**config.mk**
```make
export PLATFORM = sky130hd
export DESIGN_NAME = lut6_reconfig_ctrl_flat
export DESIGN_NICKNAME = d
export VERILOG_FILES = /design/src/rtl/lut6_reconfig_ctrl_if.sv /design/src/rtl/lut6_reconfig_ctrl.sv /design/src/flat_wrapper.sv
export SDC_FILE = /design/constraint.sdc
export NUM_CORES = 1
export LEC_CHECK = 0
export CAP_MARGIN = 0
export CORE_MARGIN = 3
export CORE_UTILIZATION = 38
export CTS_CLUSTER_SIZE = 20
export DETAILED_ROUTE_END_ITERATION = 7
export GPL_ROUTABILITY_DRIVEN = 0
export MAX_ROUTING_LAYER = met4
export PLACE_DENSITY = 0.65
export REMOVE_ABC_BUFFERS = 1
export SLEW_MARGIN = 20
export SYNTH_ARGS = -nofsm -noshare
export SYNTH_HDL_FRONTEND = slang
export SYNTH_SLANG_ARGS = --single-unit
```
**constraint.sdc**
```tcl
create_clock -name clk -period 4.05 [get_ports clk]
set_clock_uncertainty 0.2 [all_clocks]
set_input_delay 1.0125 -clock clk [delete_from_list [all_inputs] [get_ports clk]]
set_output_delay 1.0125 -clock clk [all_outputs]
set_load 0.02 [all_outputs]
```
**src/rtl/lut6_reconfig_ctrl_if.sv**
```systemverilog
// Configuration handshake between the host sequencer and lut6_reconfig_ctrl.
// The host (master) offers a 64-bit truth table with cfg_valid.
// The controller (slave) accepts it while cfg_ready is high.
interface lut6_reconfig_ctrl_if;
  logic [63:0] cfg_data;
  logic        cfg_valid;
  logic        cfg_ready;

  modport master (
    output cfg_data,
    output cfg_valid,
    input  cfg_ready
  );

  modport slave (
    input  cfg_data,
    input  cfg_valid,
    output cfg_ready
  );
endinterface

```
**src/rtl/lut6_reconfig_ctrl.sv**
```systemverilog
// Hitless run-time reconfiguration controller for one 6-input LUT.
//
// A new truth table is accepted over the cfg handshake. It is then shifted
// MSB-first into a shadow table one bit per clock, which models the serial
// configuration chain. Afterwards it is committed to the active table in a
// single edge. The lookup output always reads a complete table, either the
// old one or the new one.
//
// Optional feature: define LUT6_READBACK_EN to add rb_data_o and rb_valid_o.
// At each commit, rb_data_o captures the table that was just replaced.
module lut6_reconfig_ctrl #(
  parameter logic [63:0] INIT = 64'h0000000000000000
) (
  input  logic                  clk,
  input  logic                  rst,
  lut6_reconfig_ctrl_if.slave   cfg,
  input  logic                  adr0_i,
  input  logic                  adr1_i,
  input  logic                  adr2_i,
  input  logic                  adr3_i,
  input  logic                  adr4_i,
  input  logic                  adr5_i,
  output logic                  o_o,
  output logic                  busy_o,
  output logic                  done_o
`ifdef LUT6_READBACK_EN
  ,
  output logic [63:0]           rb_data_o,
  output logic                  rb_valid_o
`endif
);

  typedef enum logic [1:0] {
    ST_IDLE   = 2'd0,
    ST_SHIFT  = 2'd1,
    ST_COMMIT = 2'd2
  } state_t;

  state_t      state_q;
  logic [63:0] active_q;
  logic [63:0] shadow_q;
  logic [63:0] shreg_q;
  logic [5:0]  cnt_q;
  logic [5:0]  adr;

  assign adr = {adr5_i, adr4_i, adr3_i, adr2_i, adr1_i, adr0_i};

  // Load sequencer: accept -> 64 shift cycles -> single-edge commit.
  // The encoding 2'd3 is unused and falls back to IDLE through the default branch.
  always_ff @(posedge clk) begin
    if (rst) begin
      state_q  <= ST_IDLE;
      active_q <= INIT;
      shadow_q <= 64'd0;
      shreg_q  <= 64'd0;
      cnt_q    <= 6'd0;
    end else begin
      case (state_q)
        ST_IDLE: begin
          if (cfg.cfg_valid) begin
            shreg_q <= cfg.cfg_data;
            cnt_q   <= 6'd0;
            state_q <= ST_SHIFT;
          end
        end
        ST_SHIFT: begin
          shadow_q <= {shadow_q[62:0], shreg_q[63]};
          shreg_q  <= {shreg_q[62:0], 1'b0};
          // The count wraps 63 -> 0 on the same edge that enters COMMIT.
          cnt_q    <= cnt_q + 6'd1;
          if (cnt_q == 6'd63) begin
            state_q <= ST_COMMIT;
          end
        end
        ST_COMMIT: begin
          active_q <= shadow_q;
          state_q  <= ST_IDLE;
        end
        default: begin
          state_q <= ST_IDLE;
        end
      endcase
    end
  end

  // The status outputs decode only the registered state, so no input reaches them combinationally.
  assign cfg.cfg_ready = (state_q == ST_IDLE);
  assign busy_o        = (state_q != ST_IDLE);
  assign done_o        = (state_q == ST_COMMIT);

  // The lookup reads only the active table, so a load that is in progress is never visible.
  assign o_o = active_q[adr];

`ifdef LUT6_READBACK_EN
  logic [63:0] rb_data_q;

  // On each commit, capture the table that is being replaced.
  always_ff @(posedge clk) begin
    if (rst) begin
      rb_data_q <= 64'd0;
    end else if (state_q == ST_COMMIT) begin
      rb_data_q <= active_q;
    end
  end

  assign rb_data_o  = rb_data_q;
  assign rb_valid_o = (state_q == ST_COMMIT);
`endif

endmodule

```
**src/flat_wrapper.sv**
```systemverilog
// flat-port wrapper written by rule: the top's interface ports become plain ports
module lut6_reconfig_ctrl_flat 
#(
  parameter logic [63:0] INIT = 64'h0000000000000000
)
  (clk, rst, adr0_i, adr1_i, adr2_i, adr3_i, adr4_i, adr5_i, o_o, busy_o, done_o, cfg_cfg_data, cfg_cfg_valid, cfg_cfg_ready);
  lut6_reconfig_ctrl_if cfg_i ();
  input  logic clk;
  input  logic rst;
  input  logic adr0_i;
  input  logic adr1_i;
  input  logic adr2_i;
  input  logic adr3_i;
  input  logic adr4_i;
  input  logic adr5_i;
  output logic o_o;
  output logic busy_o;
  output logic done_o;
  input wire logic [$bits(cfg_i.cfg_data)-1:0] cfg_cfg_data;
  input wire logic [$bits(cfg_i.cfg_valid)-1:0] cfg_cfg_valid;
  output wire logic [$bits(cfg_i.cfg_ready)-1:0] cfg_cfg_ready;
  assign cfg_i.cfg_data = cfg_cfg_data;
  assign cfg_i.cfg_valid = cfg_cfg_valid;
  assign cfg_cfg_ready = cfg_i.cfg_ready;
  lut6_reconfig_ctrl #(.INIT(INIT)) u_core (.clk(clk), .rst(rst), .cfg(cfg_i), .adr0_i(adr0_i), .adr1_i(adr1_i), .adr2_i(adr2_i), .adr3_i(adr3_i), .adr4_i(adr4_i), .adr5_i(adr5_i), .o_o(o_o), .busy_o(busy_o), .done_o(done_o));
endmodule
```
==> results of run 1 <==
## through the flow
step | total power, mW | worst slack [ps] | instance area (sq um)
after global placement | 2.56 | -460 | 9520
after CTS | 4.26 | 3.38 | 10100
final | 4.21 | 67.5 | 10100
after detailed placement | 2.56 | -509 | 9520
after floorplan | 2.35 | -1640 | 8170
after global routing | 4.40 | 30.3 | 10100
## worst max-delay path: stages
cell and delay [ps]:
clkdlybuf4s15_2 240, bufbuf_16 280, mux4_2 510, mux2_2 270, o221ai_1 200, o2bb2ai_1 90
buf_2 160
## worst paths after layout
kind | to | depth (start not counted) | from
worst min-delay path | u_core.active_q[28] | 2 | u_core.active_q[28]
worst min register to register | u_core.active_q[28] | 2 | u_core.active_q[28]
worst max register to register | u_core.shreg_q[26] | 6 | u_core.state_q[0]
worst max-delay path | o_o | 7 | adr0_i
## sequential cells by signal, summed over array words and instances (netlist names)
name / count
u_core.active_q: 64
u_core.shadow_q: 64
u_core.shreg_q: 64
u_core.cnt_q: 6
u_core.state_q: 2
## synthesized netlist by cell type (all sizes together) (3+ instances only)
library cell  instances
a21oi               198
buf                  35
clkbuf               58
dfxtp               200
inv                   4
mux4                 16
nand2               261
nand2b                7
nand3                 3
nor2                200
nor2b                65
nor3                 63
o21ai                 4
## per-layer routing
metal,GRT usage [%],up-vias,part of all wire (%)
li1,-,3784,-
met1,22.8,3429,47
met2,26.1,156,47
met3,4.22,20,5.6
met4,4.13,0,1.1
met5,-,-,0
## placed cells by master, fill, tap and decap left out, types with 2 or more instances in the layout
| cell type | netlist | final |
|---|---|---|
| nor3_1 | 63 | 63 |
| buf_12 | 1 | 6 |
| clkinv_4 | 0 | 3 |
| a22oi_1 | 2 | 2 |
| inv_6 | 0 | 3 |
| buf_4 | 0 | 14 |
| nand3_1 | 3 | 3 |
| mux4_2 | 4 | 5 |
| clkbuf_16 | 0 | 17 |
| nor4_1 | 2 | 2 |
| nand2_1 | 261 | 261 |
| nand2b_1 | 7 | 5 |
| nand2b_2 | 0 | 2 |
| dfxtp_1 | 200 | 198 |
| nor2b_1 | 65 | 64 |
| mux2i_1 | 2 | 2 |
| clkdlybuf4s50_1 | 0 | 72 |
| a21oi_1 | 198 | 198 |
| nand3b_1 | 2 | 2 |
| o21ai_0 | 3 | 3 |
| nor2_1 | 199 | 199 |
| clkinv_8 | 0 | 2 |
| mux4_1 | 12 | 11 |
| buf_2 | 20 | 2 |
| or2_2 | 2 | 2 |
| inv_8 | 0 | 3 |
| inv_1 | 4 | 3 |
## cell families (layout without fill, tap and decap cells)
group	Yosys count	count (layout)
mux	19	19
fa+ha+maj	1	1
buf+inv	97	132
flops	200	200
compound gates	215	215
simple gates	608	608
## timing repair
| item | in CTS | in global routing |
|---|---|---|
| resized for setup | 7 | 1 |
| endpoints found under the hold margin | 0 | 0 |
| pin swaps | 0 | 1 |
| gates cloned | 1 | 0 |
| setup endpoints to repair | 1 | 1 |
## final cells by class
| class | count | area [sq um] |
|---|---|---|
| multi-input combinational | 843 | 4160 |
| clock inverter | 14 | 161 |
| fill | 2183 | 11800 |
| inverter | 4 | 15.0 |
| sequential | 200 | 4010 |
| clock buffer | 17 | 425 |
| timing repair buffer | 97 | 1010 |
| tap | 280 | 350 |
## power breakdown
part           total [mW]  leakage, nW  switching [mW]  internal [mW]
clock                1.69        0.286           0.815          0.875
combinational       0.447         1.82           0.241          0.205
sequential           2.07         1.63          0.0416           2.03
==> run metrics, run 1 <==
Critical Path AT 2770 ps; CTS buffer count 17; initial antenna violation count 0; initial core utilization 39.0%; Layout Cells excl Fill 1455; Hold Buf Count CTS 0; number of synthesized flops with an enable pin 0; pin count of the biggest net entering global routing 106; Synth area leaders dfxtp_1 (47%), a21oi_1 (12%), nand2_1 (11%); CTS tree done; static leakage 3.73 nW; endpoint class of the critical path primary output; area growth from synthesis to layout 18.3%; Final min period 3980 ps; Crit Path Class input port to primary output; Cells after DPL 1423; Max VDD drop 0.000259 V; Worst-Margin Slew 893 ps; Synth Area in XOR/XNOR 0%; Tcrit/Tclk final 98.3%; via count 7389; vias in the first global route 6840; sequential cell area fraction in the yosys report 46.8%; post-synthesis simple-gate area fraction 30.1%; Synth area leader dfxtp_1; fin. max-slew vios 0; drt first pass iters 5; Core Area 22000 sq um; Die Ht 156 um; count of cell types in the netlist 40; Die Wd 156 um; num rows 54; CTS clock-pin slew for the worst setup and hold paths 70 ps; Synth Area in Compound Gates 13.1%; final WL 20.1 mm; full die area 24400 sq um; main combinational cell family by area after synthesis simple AND/OR/NAND/NOR gates; Synth async-reset ratio 0%; ys flop type dfxtp_1; share of layout cells above drive strength 1 6.13%; grt total ovfl 0; RSZ-0062 raised after global routing no; Max Clk Rate 0.251 GHz; status completed; post-synthesis cell count 1140; class of the worst hold path flop to flop; Root Driver clkbuf_16; Total GRT Usage 17.0%; R2R Setup Slk 1340 ps; CTS sink cnt 200; H-tree levels 4; top-area cell type share of the netlist area 46.8%; postcts setup bufs 0; Mapped Avg Cell Area 7.51 sq um; Initial DRC Count 792; post-route ant nets 0; kind of start point of the critical path input port; FF+latch count, synth 200; I/O pins 77; synth warn 0; CP Max Fanout 5; Layout Utilization 46.1%; MaxCap Viol Count 0; Antenna diodes 0; final net count 1237; Final Hold Fails 0; # setup viols final 0; Pwr Density 416 nW/um^2; clk buf depth 2; mux cell area share after synthesis 5.10%; worst-skew pair later-pin latency 440 ps; PortBufs 76; Synth Area in Adders 0.146%; first-pass GRT wire length 33.6 mm; Hold WS 256 ps; setup tns final 0 ps; Vias/cell 5.08; Worst slew margin 40.3%; sum of net half-perimeters after detailed placement 12.1 mm; critical path required time 2840 ps; drt drc 0; WL/cell 13.8 um; Synth Cell Area 8560 sq um
Power figures use the tool's default switching activity.
==> run 2, diff against run 1 <==
--- a/config.mk
+++ b/config.mk
@@ -18,3 +18,4 @@
 export SYNTH_ARGS = -nofsm -noshare
 export SYNTH_HDL_FRONTEND = slang
 export SYNTH_SLANG_ARGS = --single-unit
+export TNS_END_PERCENT = 10
==> results of run 2 <==
Final layout, timing and power as in run 1 (identical DEF).
